File: config.mk
export PLATFORM = sky130hd
export DESIGN_NAME = sll_iter_flat
export DESIGN_NICKNAME = d
export VERILOG_FILES = /design/src/rtl/sll_iter_if.sv /design/src/rtl/sll_iter.sv /design/src/flat_wrapper.sv
export SDC_FILE = /design/constraint.sdc
export NUM_CORES = 1
export LEC_CHECK = 0
export CAP_MARGIN = 20
export CORE_MARGIN = 1
export CORE_UTILIZATION = 57
export DETAILED_ROUTE_END_ITERATION = 12
export PLACE_DENSITY_LB_ADDON = 0.05
export REMOVE_ABC_BUFFERS = 1
export SYNTH_ARGS = -nofsm -noshare
export SYNTH_HDL_FRONTEND = slang
export SYNTH_SLANG_ARGS = --single-unit
File: constraint.sdc
create_clock -name clk -period 3.8 [get_ports clk]
set_input_delay 0.95 -clock clk [delete_from_list [all_inputs] [get_ports clk]]
set_output_delay 0.95 -clock clk [all_outputs]
set_load 0.05 [all_outputs]
File: src/rtl/sll_iter_if.sv
// Handshake bundle for the iterative logical-left shifter: request side
// (start/A/B) and registered result side (C/ovf/busy/done).
interface sll_iter_if #(
  parameter int N = 8
);
  logic         start;
  logic [N-1:0] A;
  logic [N-1:0] B;
  logic [N-1:0] C;
  logic         ovf;
  logic         busy;
  logic         done;

  modport master (output start, A, B, input C, ovf, busy, done);
  modport slave  (input start, A, B, output C, ovf, busy, done);
endinterface

File: src/rtl/sll_iter.sv
// Iterative logical-left shifter: one log-shifter stage per clock, tracking
// any 1 bits pushed off the top as an overflow flag.
module sll_iter #(
  parameter int N = 8
) (
  input logic       clk,
  input logic       rst_n,
  sll_iter_if.slave bus
);

  localparam int L  = $clog2(N);
  localparam int CW = (L > 1) ? $clog2(L) : 1;

  typedef enum logic [1:0] {IDLE, SHIFT, DONE} state_e;

  state_e         state_q, state_d;
  logic [N-1:0]   work_q, work_d;
  logic [N-1:0]   amt_q, amt_d;
  logic [N-1:0]   c_q, c_d;
  logic [CW-1:0]  cnt_q, cnt_d;
  logic           sticky_q, sticky_d;
  logic           aNz_q, aNz_d;
  logic           ovf_q, ovf_d;
  logic           busy_q, done_q;
  logic [2*N-1:0] wideShift;

  // Upper half of wideShift holds whatever this stage pushes out of the word.
  always_comb begin
    wideShift = {{N{1'b0}}, work_q} << (32'd1 << cnt_q);
    state_d   = state_q;
    work_d    = work_q;
    amt_d     = amt_q;
    cnt_d     = cnt_q;
    sticky_d  = sticky_q;
    aNz_d     = aNz_q;
    c_d       = c_q;
    ovf_d     = ovf_q;
    unique case (state_q)
      IDLE: begin
        if (bus.start) begin
          work_d   = bus.A;
          amt_d    = bus.B;
          aNz_d    = |bus.A;
          cnt_d    = '0;
          sticky_d = 1'b0;
          state_d  = SHIFT;
        end
      end
      SHIFT: begin
        if (amt_q[cnt_q]) begin
          work_d   = wideShift[N-1:0];
          sticky_d = sticky_q | (|wideShift[2*N-1:N]);
        end
        if (cnt_q == CW'(L-1)) begin
          state_d = DONE;
          // Amounts of N or more clear the word and lose every set bit.
          if (|amt_q[N-1:L]) begin
            c_d   = '0;
            ovf_d = aNz_q;
          end else begin
            c_d   = work_d;
            ovf_d = sticky_d;
          end
        end else begin
          cnt_d = cnt_q + CW'(1);
        end
      end
      DONE:    state_d = IDLE;
      default: state_d = IDLE;
    endcase
  end

  always_ff @(posedge clk or negedge rst_n) begin
    if (!rst_n) begin
      state_q  <= IDLE;
      work_q   <= '0;
      amt_q    <= '0;
      c_q      <= '0;
      cnt_q    <= '0;
      sticky_q <= 1'b0;
      aNz_q    <= 1'b0;
      ovf_q    <= 1'b0;
      busy_q   <= 1'b0;
      done_q   <= 1'b0;
    end else begin
      state_q  <= state_d;
      work_q   <= work_d;
      amt_q    <= amt_d;
      c_q      <= c_d;
      cnt_q    <= cnt_d;
      sticky_q <= sticky_d;
      aNz_q    <= aNz_d;
      ovf_q    <= ovf_d;
      busy_q   <= (state_d != IDLE);
      done_q   <= (state_d == DONE);
    end
  end

  assign bus.C    = c_q;
  assign bus.ovf  = ovf_q;
  assign bus.busy = busy_q;
  assign bus.done = done_q;

endmodule
File: src/flat_wrapper.sv
// flat-port wrapper written by rule: the top's interface ports become plain ports
module sll_iter_flat 
#(
  parameter int N = 8
)
  (clk, rst_n, bus_start, bus_A, bus_B, bus_C, bus_ovf, bus_busy, bus_done);
  sll_iter_if #(.N(N)) bus_i ();
  input logic clk;
  input logic rst_n;
  input wire logic [$bits(bus_i.start)-1:0] bus_start;
  input wire logic [$bits(bus_i.A)-1:0] bus_A;
  input wire logic [$bits(bus_i.B)-1:0] bus_B;
  output wire logic [$bits(bus_i.C)-1:0] bus_C;
  output wire logic [$bits(bus_i.ovf)-1:0] bus_ovf;
  output wire logic [$bits(bus_i.busy)-1:0] bus_busy;
  output wire logic [$bits(bus_i.done)-1:0] bus_done;
  assign bus_i.start = bus_start;
  assign bus_i.A = bus_A;
  assign bus_i.B = bus_B;
  assign bus_C = bus_i.C;
  assign bus_ovf = bus_i.ovf;
  assign bus_busy = bus_i.busy;
  assign bus_done = bus_i.done;
  sll_iter #(.N(N)) u_core (.clk(clk), .rst_n(rst_n), .bus(bus_i));
endmodule
==> impl_metrics.toml, run 1 <==
[outcome]
status = "finished, final reports clean"

[placement]
port_buffers = 29
gp_congestion = 0.993
place_inst = 277
place_hpwl_um = 3620

[synthesis]
async_flop_share = 1.00
synth_top_area_share = 0.431
syn_area_per_cell_um2 = 9.07
yosysSeqAreaShare = 0.431
synth_edf_count = 0
syn_inst = 211
yosys.area.top_type = "dfrtp_1"
syn_area_um2 = 1910
netlist_top_cells_area = "dfrtp_1 (43%), nand2_1 (8.4%), o21ai_0 (5.0%)"
synth_ff_type = "dfrtp_1"
yosysWarnings = 0
synthDistinctLibCells = 42
ys_ff_latch = 33

[layout]
fin_util = 0.737
final_common_cell = "nand2_1"
final_cell_mix = "nand2_1 (43), dfrtp_1 (33), clkdlybuf4s50_1 (29)"
area_growth_pct = 20.4
nNetsFinal = 264
antenna_cells = 0
stdcell_count = 285
fillers = 231
drive_above_1_share = 0.0913

[power]
peakVddDrop_mv = 0.577
internal_power_w = 0.00120
clockPowerShare = 0.121
p_leak_nw = 1.00
switching_share = 0.482
p_seq_frac = 0.293
p_switching_w = 0.00112
pwr_density_cell_nw_per_um2 = 1010
comb_power_share = 0.586

[job]
cap_violations = 0

[clocking]
cts_buffer_depth = 2
cts_tree = "done"
cts_setup_buffers = 0
ctsHoldBuffers = 0
path_clk_slew_ns = 0.10
htree_num_levels = 2
numCtsBuffers = 5
cts_num_sinks = 33
clock_insertion_delay_worst_skew_ns = 0.34
cts-resized-gates = 0
root_buffer = "clkbuf_4"

[setup_path]
start_kind = "input port"
rrSetupSlack_ns = 1.32
crit_required_ns = 4.01
r2r-start = "u_core.cnt_q[0]"
cp_max_fo = 10
crit_type = "input port to flop"
end_kind = "flop"
ff2ff_path_depth = 7
r2r_end = "u_core.bus.ovf"
cp.arrival_ns = 2.72

[grt]
grt.busiest_layer = "met2"
grt_pass1_wl_um = 8140
met1_usage = 0.405
grt_max_degree = 34
use_met3 = 0.0671
first_global_vias = 1685
grt_use_met2 = 0.519
overflow = 0
track_usage = 0.317
antenna_found_initial = 0

[detailed_routing]
wl_per_cell_um = 17.4
vias = 1750
postRouteAntennaNets = 0
avgViaCountPerCell = 6.14
firstDrtPassIters = 5
wl_um = 4970
drc = 0
drt_iter0_drc = 205

[worst_hold_path]
min_from = "u_core.bus.C[2]"
hold_end = "u_core.bus.C[2]"
hold_depth = 2
min_path_type = "flop to flop"

[sta]
min_period_over_period = 0.662
hold_viol = 0
fmax_ghz = 0.397
rsz0062_at_grt = "false"
finalSetupViolCount = 0
worst_pin_slew_ns = 0.703
clock-skew-final_ns = 0.00531
period_needed_ns = 2.52
drv_slew = 0
setup_tns_ns = 0
relSlewSlack = 0.519

[floorplan]
die_area_um2 = 3590
row_count = 20
die_h_um = 60.0
dieWidth_um = 60.0
start_util = 0.612
ios = 30
core_area_um2 = 3130
power by group through the flow:
stage	combinational [W]	clock (W)	sequential, W
after CTS	0.00134	0.000278	0.000675
after detailed placement	0.00133	0	0.000683
final	0.00136	0.000281	0.000680
after global placement	0.00129	0	0.000670
after global routing	0.00148	0.000294	0.000698
after floorplan	0.000857	0	0.000774
final cells by class:
class,count,area (µm²),area share
multi-input combinational,158,996,0.432
sequential,33,826,0.358
timing repair buffer,30,298,0.129
clock buffer,7,55.1,0.0239
tap,44,55.1,0.0239
inverter,12,45.0,0.0195
clock inverter,1,30.0,0.0130
per-layer routing:
metal  up-vias  wire (µm)
li1        808          -
met1       847       1980
met2        80       2470
met3        15        394
met4         0        133
met5         -          0
critical path, stage by stage:
cell	delay [ns]
clkdlybuf4s50_1	0.52
o21ai_0	0.51
clkinv_1	0.42
o22ai_1	0.25
a21oi_1	0.07
kinds of logic after synthesis:
logic type               after synthesis  synth area share
AND/OR/NAND/NOR                       79             0.195
AO/OA/AOI/OAI                         61             0.201
flip-flops                            33             0.431
buffers and inverters                 20            0.0484
multiplexers                          13            0.0915
adder cells (fa/ha/maj)                5            0.0327
state kept, by name, summed over array words and instances, names as in the netlist:
signal,count
u_core.bus.ovf,1
u_core.bus.C,8
u_core.cnt_q,2
u_core.bus.done,1
u_core.work_q,8
u_core.amt_q,8
u_core.bus.busy,1
u_core.sticky_q,1
u_core.state_q,2
u_core.aNz_q,1
stage by stage:
step / hold slack [ns] / instance area (µm²) / power (W) / setup slack [ns]
CTS: 0.478 / 2300 / 0.00230 / 1.33
global route: 0.505 / 2300 / 0.00247 / 1.12
global placement: 0.452 / 2220 / 0.00196 / 1.27
floorplan: 0.437 / 1870 / 0.00163 / 1.70
finish: 0.474 / 2300 / 0.00232 / 1.28
detailed placement: 0.455 / 2220 / 0.00201 / 1.07
worst max path at each step:
stage / start / end / slack (ns) / cells after the start
detailed placement: bus_start / u_core.work_q[4] / 1.07 / 5
CTS: u_core.bus.C[7] / bus_C[7] / 1.33 / 1
global route: u_core.cnt_q[0] / u_core.bus.ovf / 1.12 / 7
finish: bus_start / u_core.work_q[3] / 1.28 / 5
floorplan: u_core.cnt_q[0] / u_core.work_q[6] / 1.70 / 6
global placement: bus_start / u_core.work_q[0] / 1.27 / 4
cells in the mapped netlist, drive strengths merged, types with 4 or more instances:
master / n
a21oi: 16
buf: 5
dfrtp: 33
ha: 5
inv: 11
mux2: 6
mux2i: 4
nand2: 44
nor2: 9
nor2b: 7
o21ai: 19
o22ai: 8
No activity file was read; power rests on OpenSTA's default activity.
==> run 2: changes to the inputs <==
--- a/config.mk
+++ b/config.mk
@@ -7,7 +7,7 @@
 export LEC_CHECK = 0
 export CAP_MARGIN = 20
 export CORE_MARGIN = 1
-export CORE_UTILIZATION = 57
+export CORE_UTILIZATION = 48
 export DETAILED_ROUTE_END_ITERATION = 12
 export PLACE_DENSITY_LB_ADDON = 0.05
 export REMOVE_ABC_BUFFERS = 1
==> constraint.sdc (replaced) <==
create_clock -name clk -period 2.2 [get_ports clk]
set_input_delay 0.55 -clock clk [delete_from_list [all_inputs] [get_ports clk]]
set_output_delay 0.55 -clock clk [all_outputs]
set_load 0.05 [all_outputs]
==> run 2 against run 1 <==
Flip-flop and latch count is the same. Total power grew 89%. Clock skew shrank 0.0037 ns. Largest cell class unchanged.
==> impl_metrics.toml, run 2 (same netlist as run 1, synthesis figures left out) <==
[placement]
place_hpwl_um = 3820
gp_congestion = 1.06
port_buffers = 29

[clocking]
cts_setup_buffers = 0
numCtsBuffers = 5
root_buffer = "clkbuf_8"
clock_insertion_delay_worst_skew_ns = 0.29
cts_num_sinks = 33
cts_buffer_depth = 2
ctsHoldBuffers = 0
htree_num_levels = 2
path_clk_slew_ns = 0.07
cts_tree = "done"

[sta]
worst_pin_slew_ns = 0.552
min_period_over_period = 0.949
rsz0062_at_grt = "false"
holdWs_ns = 0.468
relSlewSlack = 0.631
drv_slew = 0
fmax_ghz = 0.479
hold_viol = 0
period_needed_ns = 2.09
clock-skew-final_ns = 0.00163
finalSetupViolCount = 0

[layout]
drive_above_1_share = 0.147
final_cell_mix = "nand2_1 (43), dfrtp_1 (33), clkdlybuf4s50_1 (29)"
fin_util = 0.658
area_growth_pct = 28.6
final_common_cell = "nand2_1"
antenna_cells = 0
nNetsFinal = 275

[setup_path]
path_cells = "buf_4 -> ha_1 -> a21o_1 -> a2111oi_1 -> nand4_1 -> nand4_1 -> o21ai_0"
worst_path_most_repeated_cell = "nand4_1"
slowest_delay_ns = 0.57
crit_slowest_cell = "a2111oi_1"
crit_required_ns = 2.36
cp.arrival_ns = 2.25
end_kind = "flop"
start_kind = "flop"
cp_max_fo = 5
crit_type = "flop to flop"

[grt]
grt_max_degree = 34
overflow = 0
grt_pass1_wl_um = 8780
first_global_vias = 1752
antenna_found_initial = 0
track_usage = 0.282

[detailed_routing]
avgViaCountPerCell = 5.99
drc = 0
wl_per_cell_um = 17.2
wl_um = 5170
firstDrtPassIters = 5
postRouteAntennaNets = 0
drt_iter0_drc = 262
vias = 1798

[power]
peakVddDrop_mv = 1.01
p_leak_nw = 1.07
pwr_density_cell_nw_per_um2 = 1780

[floorplan]
die_area_um2 = 4240
start_util = 0.511
die_h_um = 65.2
dieWidth_um = 65.2
core_area_um2 = 3740
ios = 30
row_count = 22

[worst_hold_path]
min_path_type = "flop to flop"

[job]
cap_violations = 0

[outcome]
status = "finished, final reports clean"
run 2: final timing paths:
check / start / to / slack, ns / cells past startpoint
setup / recovery: u_core.cnt_q[0] / u_core.bus.ovf / 0.11 / 7
hold / removal: u_core.amt_q[7] / u_core.amt_q[7] / 0.47 / 2
setup reg to reg: u_core.cnt_q[0] / u_core.bus.ovf / 0.11 / 7
hold reg to reg: u_core.amt_q[7] / u_core.amt_q[7] / 0.47 / 2
max in group asynchronous: rst_n / u_core.cnt_q[1] / 1.23 / 2
min in group asynchronous: rst_n / u_core.bus.C[3] / 0.66 / 2
run 2: critical path, delay by kind of cell, from the launching register on:
family | cells | cell delay (ns)
AOI/OAI and AO/OA | 3 | 0.81
DFF | 1 | 0.39
and+or+nand+nor | 2 | 0.36
adders and majority gates | 1 | 0.25
buffers and inverters | 1 | 0.16
run 2: repair_timing:
item | 4_1_cts | 5_1_grt
endpoints found under the setup margin | 3 | 8
cloned | 0 | 0
gates resized for setup | 1 | 7
run 2: metrics by stage:
stage | instances | instance area (µm²) | setup WS, ns | setup TNS (ns) | total power (W)
2_1_floorplan | 203 | 1870 | 0.102 | 0 | 0.00282
3_3_place_gp | 292 | 2310 | 0.0486 | 0 | 0.00354
3_5_place_dp | 292 | 2310 | -0.0115 | -0.0179 | 0.00364
4_1_cts | 300 | 2430 | 0.0609 | 0 | 0.00427
5_1_grt | 300 | 2460 | 0.0320 | 0 | 0.00468
6_report | 300 | 2460 | 0.112 | 0 | 0.00438
run 2: final cells by class:
cell class / instances / area [µm²]
fill: 342 / 1280
multi-input combinational: 158 / 1030
sequential: 33 / 826
timing repair buffer: 41 / 380
clock buffer: 7 / 86.3
tap: 48 / 60.1
inverter: 12 / 45.0
clock inverter: 1 / 30.0
run 2: power by group:
part | switching, W | total, W | internal (W)
registers | 0.000293 | 0.00117 | 0.000875
logic | 0.00153 | 0.00262 | 0.00110
clock network | 0.000222 | 0.000591 | 0.000369
total | 0.00204 | 0.00438 | 0.00234
run 2: metal layers:
metal | up-vias | GRT usage | routed length [µm]
li1 | 839 | - | -
met1 | 857 | 0.371 | 2080
met2 | 86 | 0.452 | 2580
met3 | 16 | 0.0608 | 373
met4 | 0 | 0.117 | 132
met5 | - | 0 | 0
==> run 3: changes to the inputs <==
--- a/config.mk
+++ b/config.mk
@@ -7,9 +7,11 @@
 export LEC_CHECK = 0
 export CAP_MARGIN = 20
 export CORE_MARGIN = 1
-export CORE_UTILIZATION = 48
+export CORE_UTILIZATION = 50
+export CTS_BUF_LIST = sky130_fd_sc_hd__clkbuf_2
 export DETAILED_ROUTE_END_ITERATION = 12
 export PLACE_DENSITY_LB_ADDON = 0.05
+export RECOVER_POWER = 25
 export REMOVE_ABC_BUFFERS = 1
 export SYNTH_ARGS = -nofsm -noshare
 export SYNTH_HDL_FRONTEND = slang
==> run 3 against run 2 <==
Routed wire length shrank 0.50%. Clock power shrank 52%. Worst hold slack gained 0.017 ns. Largest power group unchanged. Largest cell class unchanged. Non-clock buffer count grew 5. Via count shrank 0.67%. Combinational power is essentially flat. Final cell count grew 1.7%. Critical path depth shrank 6. Total power shrank 6.3%.
==> impl_metrics.toml, run 3 (same netlist as run 1, synthesis figures left out) <==
[floorplan]
ios = 30
dieWidth_um = 63.9
row_count = 22
die_area_um2 = 4080
start_util = 0.523
die_h_um = 63.9
core_area_um2 = 3660

[setup_path]
slowest_delay_ns = 0.80
r2r_end = "u_core.work_q[5]"
cp.arrival_ns = 1.58
path_cells = "clkdlybuf4s50_1"
r2r-start = "u_core.cnt_q[0]"
end_kind = "output pin"
cp_top_family = "buffers and inverters"
start_kind = "flop"
cp-startpoint = "u_core.bus.C[2]"
cp_max_fo = 2
worst-path-buf-inv = 1
crit_required_ns = 1.65
ff2ff_path_depth = 8
crit_slowest_cell = "clkdlybuf4s50_1"
rrSetupSlack_ns = 0.15
crit_type = "flop to output pin"

[sta]
period_needed_ns = 2.13
setup_tns_ns = 0
relSlewSlack = 0.455
hold_viol = 0
clock-skew-final_ns = 0.0249
rsz0062_at_grt = "false"
worst_pin_slew_ns = 0.817
finalSetupViolCount = 0
drv_slew = 0
min_period_over_period = 0.967
fmax_ghz = 0.470

[detailed_routing]
firstDrtPassIters = 5
postRouteAntennaNets = 0
wl_per_cell_um = 16.9
drt_iter0_drc = 93
vias = 1786
drc = 0
avgViaCountPerCell = 5.86
wl_um = 5150

[power]
p_seq_frac = 0.285
peakVddDrop_mv = 1.06
p_switching_w = 0.00201
switching_share = 0.490
p_total_w = 0.00411
p_leak_nw = 1.07
clockPowerShare = 0.070
internal_power_w = 0.00210
comb_power_share = 0.645
pwr_density_cell_nw_per_um2 = 1700

[layout]
final_common_cell = "nand2_1"
multiInputGateArea_um2 = 1020
fillers = 315
final_cell_mix = "nand2_1 (43), dfrtp_1 (33), clkdlybuf4s50_1 (27)"
antenna_cells = 0
nNetsFinal = 280
fin_util = 0.659
area_growth_pct = 25.9
drive_above_1_share = 0.167
final-seq-area_um2 = 826

[clocking]
cts_num_sinks = 33
numCtsBuffers = 5
root_buffer = "clkbuf_2"
cts_buffer_depth = 2
path_clk_slew_ns = 0.19
clock_insertion_delay_worst_skew_ns = 0.37
ctsHoldBuffers = 0
htree_num_levels = 2
cts_tree = "done"

[worst_hold_path]
hold_depth = 2
hold_end = "u_core.amt_q[7]"
min_from = "u_core.amt_q[7]"
min_path_type = "flop to flop"

[job]
cap_violations = 0

[placement]
port_buffers = 29
gp_congestion = 0.973
place_hpwl_um = 3960

[grt]
antenna_found_initial = 0
overflow = 0
grt_pass1_wl_um = 8750
first_global_vias = 1818
grt_max_degree = 34
track_usage = 0.286

[outcome]
status = "finished, final reports clean"
[run 3: repair_timing]
action / CTS / global route
buffers inserted: 0 / 0
endpoints found under the setup margin: 0 / 7
resized for setup: 0 / 6
[run 3: per-layer routing]
metal / GRT usage / part of all wire
met4: 0.105 / 0.021
met1: 0.377 / 0.41
met5: 0 / 0
met2: 0.477 / 0.51
met3: 0.0393 / 0.067
[run 3: through the flow]
step	hold WS, ns	setup WS (ns)	instances	instance area, µm²
2_1_floorplan	0.254	0.102	203	1870
3_3_place_gp	0.451	0.0902	297	2340
3_5_place_dp	0.454	0.0634	297	2340
4_1_cts	0.493	0.0316	305	2390
5_1_grt	0.523	0.00224	305	2410
6_report	0.485	0.0731	305	2410
[run 3: cell type report]
| class | instances | area share |
|---|---|---|
| flip-flops and latches | 33 | 0.343 |
| inverters | 12 | 0.0187 |
| well taps | 48 | 0.0249 |
| repair buffers | 46 | 0.173 |
| multi-input cells | 158 | 0.423 |
| clock buffers | 5 | 0.0104 |
| clock inverters | 3 | 0.00727 |
[run 3: power groups by stage]
stage               Combinational (W)  Sequential (W)  Clock (W)
finish                        0.00265         0.00117   0.000286
global route                  0.00289         0.00121   0.000327
CTS                           0.00258         0.00116   0.000292
detailed placement            0.00257         0.00117          0
global placement              0.00255         0.00116          0
floorplan                     0.00148         0.00134          0
[run 3: how the worst max path moves through the flow]
stage,end,cells after the start
2_1_floorplan,u_core.work_q[6],6
3_3_place_gp,u_core.work_q[5],7
3_5_place_dp,u_core.work_q[5],7
4_1_cts,u_core.work_q[5],7
5_1_grt,bus_C[2],1
6_report,bus_C[2],1
